`config.mk`:
```
export PLATFORM = sky130hd
export DESIGN_NAME = pit_ctrl
export DESIGN_NICKNAME = d
export VERILOG_FILES = /design/src/rtl/pit_pkg.sv /design/src/rtl/pit_clock_gen.sv /design/src/rtl/pit_ctrl.sv
export SDC_FILE = /design/constraint.sdc
export NUM_CORES = 1
export LEC_CHECK = 0
export CORE_UTILIZATION = 35
export CTS_CLUSTER_DIAMETER = 80
export CTS_CLUSTER_SIZE = 20
export DETAILED_ROUTE_END_ITERATION = 10
export GPL_ROUTABILITY_DRIVEN = 1
export PLACE_DENSITY = 0.69
export SYNTH_ARGS = -nofsm -noshare
export SYNTH_HDL_FRONTEND = slang
export SYNTH_SLANG_ARGS = --single-unit
```
`constraint.sdc`:
```
create_clock -name clk -period 4.3 [get_ports clk]
set_input_delay 0.645 -clock clk [delete_from_list [all_inputs] [get_ports clk]]
set_output_delay 0.645 -clock clk [all_outputs]
set_load 0.005 [all_outputs]
```
`src/rtl/pit_pkg.sv`:
```
// Shared constants for the PIT host controller: register offsets and control-word fields.
package pit_pkg;

    localparam logic [1:0] PIT_CH0  = 2'd0;
    localparam logic [1:0] PIT_CH1  = 2'd1;
    localparam logic [1:0] PIT_CH2  = 2'd2;
    localparam logic [1:0] PIT_CTRL = 2'd3;

    localparam int SC_HI       = 7;
    localparam int SC_LO       = 6;
    localparam int RW_HI       = 5;
    localparam int RW_LO       = 4;
    localparam int RB_MASK_HI  = 3;
    localparam int RB_MASK_LO  = 1;
    localparam int RB_COUNT_N  = 5;
    localparam int RB_STATUS_N = 4;

    localparam logic [1:0] RW_LATCH = 2'd0;

    // One-hot channel select; the control-word offset maps to no channel.
    function automatic logic [2:0] ch_sel(input logic [1:0] idx);
        logic [2:0] r;
        r = 3'b000;
        if (idx != PIT_CTRL) r = 3'b001 << idx;
        return r;
    endfunction

endpackage

```
`src/rtl/pit_clock_gen.sv`:
```
// Fractional PIT clock generator: phase accumulator toggles pit_clock at 2*PIT_HZ steps.
module pit_clock_gen
    import pit_pkg::*;
#(
    parameter int CLK_HZ = 30000000,
    parameter int PIT_HZ = 1193182
) (
    input  logic clk,
    input  logic rst,
    output logic pit_clock
);

    localparam logic [32:0] STEP  = 33'(longint'(PIT_HZ) * 2);
    localparam logic [32:0] LIMIT = 33'(longint'(CLK_HZ));

    generate
        if (longint'(PIT_HZ) * 2 >= longint'(CLK_HZ)) begin : g_bad_ratio
            $error("pit_clock_gen: 2*PIT_HZ must be below CLK_HZ");
        end
    endgenerate

    logic [31:0] acc;
    logic [32:0] sum;

    assign sum = {1'b0, acc} + STEP;

    always_ff @(posedge clk) begin
        if (rst) begin
            acc       <= '0;
            pit_clock <= 1'b0;
        end else if (sum >= LIMIT) begin
            acc       <= 32'(sum - LIMIT);
            pit_clock <= ~pit_clock;
        end else begin
            acc <= sum[31:0];
        end
    end

endmodule

```
`src/rtl/pit_ctrl.sv`:
```
// PIT host controller: I/O register decode to channel strobes, read mux, PIT clock, timer IRQ.
// Define PIT_READBACK_EN to decode the 8254 read-back command (SC = 3).
module pit_ctrl
    import pit_pkg::*;
#(
    parameter int CLK_HZ = 30000000,
    parameter int PIT_HZ = 1193182
) (
    input  logic       clk,
    input  logic       rst,
    input  logic [1:0] io_address,
    input  logic       io_read,
    input  logic       io_write,
    input  logic [7:0] io_writedata,
    output logic [7:0] io_readdata,
    output logic [7:0] ch_data_in,
    output logic [2:0] ch_set_control_mode,
    output logic [2:0] ch_latch_count,
    output logic [2:0] ch_latch_status,
    output logic [2:0] ch_write,
    output logic [2:0] ch_read,
    input  logic [7:0] ch0_data_out,
    input  logic [7:0] ch1_data_out,
    input  logic [7:0] ch2_data_out,
    input  logic       ch0_out,
    output logic       pit_clock,
    output logic       irq
);

    logic [1:0] sc;
    logic [1:0] rw;
    logic       ch0_out_d;

    assign ch_data_in = io_writedata;
    assign sc         = io_writedata[SC_HI:SC_LO];
    assign rw         = io_writedata[RW_HI:RW_LO];

    // A write wins over a simultaneous read; nothing strobes during reset.
    always_comb begin
        ch_set_control_mode = 3'b000;
        ch_latch_count      = 3'b000;
        ch_latch_status     = 3'b000;
        ch_write            = 3'b000;
        ch_read             = 3'b000;
        if (!rst) begin
            if (io_write) begin
                if (io_address != PIT_CTRL) begin
                    ch_write = ch_sel(io_address);
                end else if (sc != 2'd3) begin
                    if (rw == RW_LATCH) ch_latch_count      = ch_sel(sc);
                    else                ch_set_control_mode = ch_sel(sc);
                end else begin
`ifdef PIT_READBACK_EN
                    // COUNT# and STATUS# are active low; the mask gates both.
                    if (!io_writedata[RB_COUNT_N])
                        ch_latch_count = io_writedata[RB_MASK_HI:RB_MASK_LO];
                    if (!io_writedata[RB_STATUS_N])
                        ch_latch_status = io_writedata[RB_MASK_HI:RB_MASK_LO];
`endif
                end
            end else if (io_read) begin
                ch_read = ch_sel(io_address);
            end
        end
    end

    always_ff @(posedge clk) begin
        if (rst) begin
            io_readdata <= 8'h00;
        end else if (io_read && !io_write) begin
            case (io_address)
                PIT_CH0: io_readdata <= ch0_data_out;
                PIT_CH1: io_readdata <= ch1_data_out;
                PIT_CH2: io_readdata <= ch2_data_out;
                default: io_readdata <= 8'hFF;
            endcase
        end
    end

    // Channels come out of reset with OUT high, so the delayed copy starts high too.
    always_ff @(posedge clk) begin
        if (rst) begin
            ch0_out_d <= 1'b1;
            irq       <= 1'b0;
        end else begin
            ch0_out_d <= ch0_out;
            irq       <= ch0_out & ~ch0_out_d;
        end
    end

    pit_clock_gen #(
        .CLK_HZ (CLK_HZ),
        .PIT_HZ (PIT_HZ)
    ) u_clock_gen (
        .clk       (clk),
        .rst       (rst),
        .pit_clock (pit_clock)
    );

endmodule
```
==> results of run 1 <==
==> worst max-delay path: stages, from the launching register on <==
cell and delay [ns]:
dfxtp_1 0.52, inv_1 0.08, ha_1 0.28, nor3b_4 0.21
o211a_4 0.31, o31ai_1 0.45, and3_1 0.25, xnor2_1 0.22
nand4_2 0.25, a21o_2 0.45, and3_1 0.25, nor3_1 0.17
==> final timing paths <==
| path | end | startpoint | slack [ns] | depth (start not counted) |
|---|---|---|---|---|
| max | u_clock_gen.acc[14] | u_clock_gen.acc[2] | 0.76 | 11 |
| min reg2reg | irq | ch0_out_d | 0.41 | 1 |
| max reg2reg | u_clock_gen.acc[14] | u_clock_gen.acc[2] | 0.76 | 11 |
| min | irq | ch0_out_d | 0.41 | 1 |
==> registers in the layout (all words and copies together), names as in the netlist <==
register / count
ch0_out_d: 1
io_readdata: 8
irq: 1
u_clock_gen.acc: 30
u_clock_gen.pit_clock: 1
==> per-stage QoR <==
stage,area (µm²),power [mW],util [%],hold WS (ns),std cells
after CTS,4035,2.333,43.46,0.4186,592
after global placement,3919,1.970,42.21,0.3836,584
after global routing,4035,2.541,43.46,0.4253,592
final,4035,2.346,43.46,0.4051,592
after floorplan,3369,1.751,-,0.3721,431
after detailed placement,3919,2.002,42.21,0.3944,584
==> cell families (layout without fill, tap and decap cells) <==
logic type | Yosys count | in the layout
adder cells (fa/ha/maj) | 3 | 3
buffers and inverters | 53 | 85
XOR/XNOR | 27 | 27
AND/OR/NAND/NOR | 179 | 179
other | 1 | 3
multiplexers | 12 | 12
AO/OA/AOI/OAI | 113 | 113
flip-flops | 41 | 41
==> cell usage after synthesis, drive strengths merged (5+ instances only) <==
| cell | count | share of area, % |
|---|---|---|
| xnor2 | 22 | 5.7 |
| nand4 | 10 | 2.0 |
| mux2 | 8 | 2.7 |
| a21o | 5 | 1.2 |
| and3 | 7 | 1.3 |
| nand2 | 38 | 4.3 |
| nor2 | 36 | 4.0 |
| xor2 | 5 | 1.3 |
| nor3 | 22 | 3.3 |
| a31oi | 6 | 2.0 |
| a21oi | 26 | 3.9 |
| buf | 26 | 5.7 |
| clkbuf | 14 | 1.6 |
| o21ai | 19 | 2.9 |
| o221ai | 8 | 2.1 |
| or2 | 5 | 0.93 |
| o211ai | 8 | 1.8 |
| nor3b | 8 | 2.3 |
| nand3 | 21 | 3.3 |
| o21a | 6 | 1.3 |
| inv | 13 | 1.5 |
| nand2b | 8 | 1.5 |
| dfxtp | 41 | 24 |
==> area by class of cell <==
cell class / count / area share (%)
well taps: 129 / 4.000
clock inverters: 1 / 0.7442
flip-flops and latches: 41 / 20.34
inverters: 13 / 1.209
repair buffers: 64 / 15.63
clock buffers: 7 / 2.140
multi-input cells: 337 / 55.94
==> per-layer routing <==
layer | vias to the layer above | GRT usage, %
met5 | - | 0
met4 | 0 | 6.132
met3 | 8 | 2.994
met2 | 60 | 30.72
met1 | 1570 | 21.99
li1 | 1634 | -
==> power breakdown <==
part | switching (mW) | leakage, nW | internal, mW
sequential | 0.189 | 0.340 | 0.494
combinational | 0.743 | 0.983 | 0.596
clock | 0.135 | 0.0585 | 0.189
==> run metrics, run 1 <==
WL met2 4356 µm; # IOs 72; warnings from Yosys 0; final hold vios 0; WS Path Type flop to flop; Netlist cell types 74; final worst slack 0.7579 ns; VDD IR max 0.0002184 V; CTS Sinks 41; # rows 35; Initial DRT Pass Iterations 4; mux cell area share after synthesis 3.870%; Worst Path Arrival 3.75 ns; Fillers 956; Post CTS Setup Buffer Count 0; Worst-Skew Late Latency 0.29 ns; Post-Synth XOR/XNOR Area 7.034%; RSZ-0062 raised after global routing no; # DRC 0; Max Fclk 282.3 MHz; first-pass GRT wire length 14570 µm; status finished, final reports clean; Post-Synthesis Cells 429; Final #Nets 504; Tot GR Track Use 17.65%; Clk pin slew, worst setup/hold paths 0.08 ns; largest family of logic cells by synthesized area simple AND/OR/NAND/NOR gates; uppermost routed layer met4; Die X-Extent 100.0 µm; TritonCTS clock tree done; # port buffers 60; largest net degree at the start of global routing 26; share of cells above drive strength 1 9.719%; slew margin rel. 62.51%; Tmin final 3.542 ns; Clock Path Buffers 2; Placer Congestion 0.8483; Core ar. 9284 µm²; vias in the first global route 3186; met3 WL post-DR 271 µm; CP required 4.50 ns; hold_buf cts 0; crit-path max FO 25; Slew Viols, Final 0; GRT overflow 0; static leakage 1.382 nW; Mean Syn Cell Area 7.837 µm²; worst slack, placed 0.8147 ns; Die Ht 100.0 µm; ys async rst share 0%; Setup violations, final 0; predominant post-synthesis flop cell dfxtp_1; drt wl/cell 14.71 µm; register area share after synthesis 24.41%; worst clock skew 0.01406 ns; final WL 8711 µm; diodes inserted 0; most frequent cells in the layout clkdlybuf4s50_1, dfxtp_1, nand2_1; cts bufs inserted 5; post_cts resized 0; setup TNS 0 ns; post-synthesis simple-gate area fraction 28.51%; multi-input logic area 2257 µm²; root buf cell clkbuf_8; WL met1 3958 µm; # H-tree levels 2; CP Capture Type flop; vias per cell 5.527; synth-to-layout area growth 20.02%; pwr dens 581.4 nW/µm²; initial cell density of the core 36.21%; cell area after synthesis 3362 µm²; number of synthesized flops with an enable pin 0; DR vias 3272; most common cell after layout, fill and taps aside clkdlybuf4s50_1; #FFs+latches synth 41; max_cap viols 0; post-route ant nets 0; Compound-Gate Fraction of Synth Area 26.27%; worst min-delay path class flop to flop; worst-margin pin slew 0.5587 ns; Post-Synth Adder-Cell Area 1.116%; die area 10000 µm²; initial detailed-routing violation count 243; initial antenna violation count 0; Seq. cell area 820.8 µm²; Final period util 82.37%; Critical Path Start Type flop; DP HPWL 6628 µm
(Power assumes the default switching activity.)
==> inputs of run 2 (changes only) <==
--- a/config.mk
+++ b/config.mk
@@ -10,7 +10,7 @@
 export CTS_CLUSTER_SIZE = 20
 export DETAILED_ROUTE_END_ITERATION = 10
 export GPL_ROUTABILITY_DRIVEN = 1
-export PLACE_DENSITY = 0.69
+export PLACE_DENSITY = 0.71
 export SYNTH_ARGS = -nofsm -noshare
 export SYNTH_HDL_FRONTEND = slang
 export SYNTH_SLANG_ARGS = --single-unit
==> constraint.sdc (replaced) <==
create_clock -name clk -period 3 [get_ports clk]
set_input_delay 0.45 -clock clk [delete_from_list [all_inputs] [get_ports clk]]
set_output_delay 0.45 -clock clk [all_outputs]
set_load 0.005 [all_outputs]
==> run metrics, run 2 (synthesis gave the netlist of run 1 again) <==
Die Ht 100.0 µm (unchanged); worst min-delay path class flop to flop; Tot GR Track Use 18.65% (+1.0 points); worst clock skew 0.007279 ns (-0.006777 ns); # port buffers 60 (unchanged); initial detailed-routing violation count 240 (-1.2%); WS Path Type flop to flop; vias in the first global route 3252 (+2.1%); max reg flops 30 (unchanged); die area 10000 µm² (unchanged); Max Fclk 333.9 MHz (+18%); DR vias 3512 (+7.3%); static leakage 1.724 nW (+25%); Core ar. 9284 µm² (unchanged); # IOs 72 (unchanged); total power 4.015 mW (+71%); final instance area 4688 µm² (+16%); biggest regs u_clock_gen.acc x30, io_readdata x8; # DRC 0 (unchanged); Die X-Extent 100.0 µm (unchanged); VDD IR max 0.0003400 V (+56%); most common cell after layout, fill and taps aside clkdlybuf4s50_1; Clk pin slew, worst setup/hold paths 0.08 ns (about the same); Initial DRT Pass Iterations 4 (unchanged); CP Capture Type flop; Worst Path Arrival 3.18 ns (-0.57 ns); Final #Nets 561 (+11%); largest net degree at the start of global routing 26 (unchanged); Placer Congestion 0.9208 (+8.5%); diodes inserted 0 (unchanged); # H-tree levels 2 (unchanged); Slew Viols, Final 0 (unchanged); Setup violations, final 0 (unchanged); Tmin final 2.995 ns (-0.5471 ns); Final period util 99.83% (+17 points); synth-to-layout area growth 39.45%; crit-path max FO 6 (-76%); max_cap viols 0 (unchanged); initial cell density of the core 36.21% (unchanged); hold_buf cts 0 (unchanged); worst-margin pin slew 0.5094 ns (-0.04926 ns); initial antenna violation count 0 (unchanged); share of cells above drive strength 1 26.73% (+17 points); post-route ant nets 0 (unchanged); status finished, final reports clean; RSZ-0062 raised after global routing yes; Critical Path Start Type flop; vias per cell 5.411 (-2.1%); first-pass GRT wire length 15190 µm (+4.2%); TritonCTS clock tree done; slew margin rel. 65.97% (+3.5 points); Seq. cell area 828.3 µm² (+0.91%); worst r2r path cells 12 (+1); final hold vios 0 (unchanged); cts bufs inserted 5 (unchanged); Clock Path Buffers 2 (unchanged); worst hold stages 1 (unchanged); DP Area 4227 µm² (+7.9%); final WL 9780 µm (+12%); drt wl/cell 15.07 µm (+2.4%); DP HPWL 7022 µm (+5.9%); GRT overflow 0 (unchanged); multi-input logic area 2486 µm² (+10%); most frequent cells in the layout clkdlybuf4s50_1, buf_4, nand2_1; Largest Register u_clock_gen.acc; root buf cell clkbuf_8; Fillers 857 (-10%); Worst-Skew Late Latency 0.30 ns (about the same); pwr dens 856.3 nW/µm² (+47%); CTS Sinks 41 (unchanged); # rows 35 (unchanged); CP required 3.19 ns (-1.31 ns)
[run 2: worst paths after layout]
kind / to / from / slack (ns)
max reg2reg: u_clock_gen.acc[31] / u_clock_gen.acc[3] / 0.005
min reg2reg: irq / ch0_out_d / 0.39
min: irq / ch0_out_d / 0.39
max: u_clock_gen.acc[31] / u_clock_gen.acc[3] / 0.005
[run 2: repair_timing]
| action | 4_1_cts | 5_1_grt |
|---|---|---|
| setup buffers | 2 | 14 |
| gates resized for setup | 11 | 45 |
| setup endpoints to repair | 24 | 22 |
| pin swaps | 3 | 21 |
[run 2: metal layers]
| metal | vias up | track usage, % | wire [µm] |
|---|---|---|---|
| li1 | 1750 | - | - |
| met1 | 1662 | 24.24 | 4328 |
| met2 | 78 | 31.62 | 4954 |
| met3 | 22 | 2.577 | 250 |
| met4 | 0 | 6.577 | 247 |
| met5 | - | 0 | 0 |
[run 2: final cells by class]
cell class	count	share of cell area (%)
clock buffer	6	1.548
clock inverter	2	0.2135
inverter	13	1.041
multi-input combinational	337	53.03
sequential	41	17.67
tap	129	3.443
timing repair buffer	121	23.06
[run 2: per-stage QoR]
stage / hold WS (ns) / utilization, % / instances / TNS (ns) / setup slack, ns
6_report: 0.3946 / 50.50 / 649 / 0 / 0.005008
5_1_grt: 0.4284 / 50.50 / 649 / -0.4347 / -0.1070
4_1_cts: 0.3971 / 47.28 / 635 / 0 / 0.007383
3_5_place_dp: 0.3854 / 45.53 / 625 / -2.324 / -0.2025
3_3_place_gp: 0.3804 / 45.53 / 625 / -1.629 / -0.1758
2_1_floorplan: 0.3721 / - / 431 / 0 / 0.0003817
[run 2: power by group]
group	leakage (nW)	internal (mW)	switching, mW
Sequential	0.342	0.713	0.210
Clock	0.0450	0.162	0.199
Combinational	1.34	1.34	1.39
[run 2: critical path, stage by stage (launching register included)]
cell and delay (ns):
dfxtp_2 0.35, inv_2 0.05, ha_4 0.16, nor3b_4 0.16
o211a_4 0.29, o31a_1 0.35, buf_4 0.16, mux2i_2 0.22
nor2_2 0.08, or4b_4 0.56, a31oi_4 0.29, nand3_2 0.07
nor3b_2 0.15
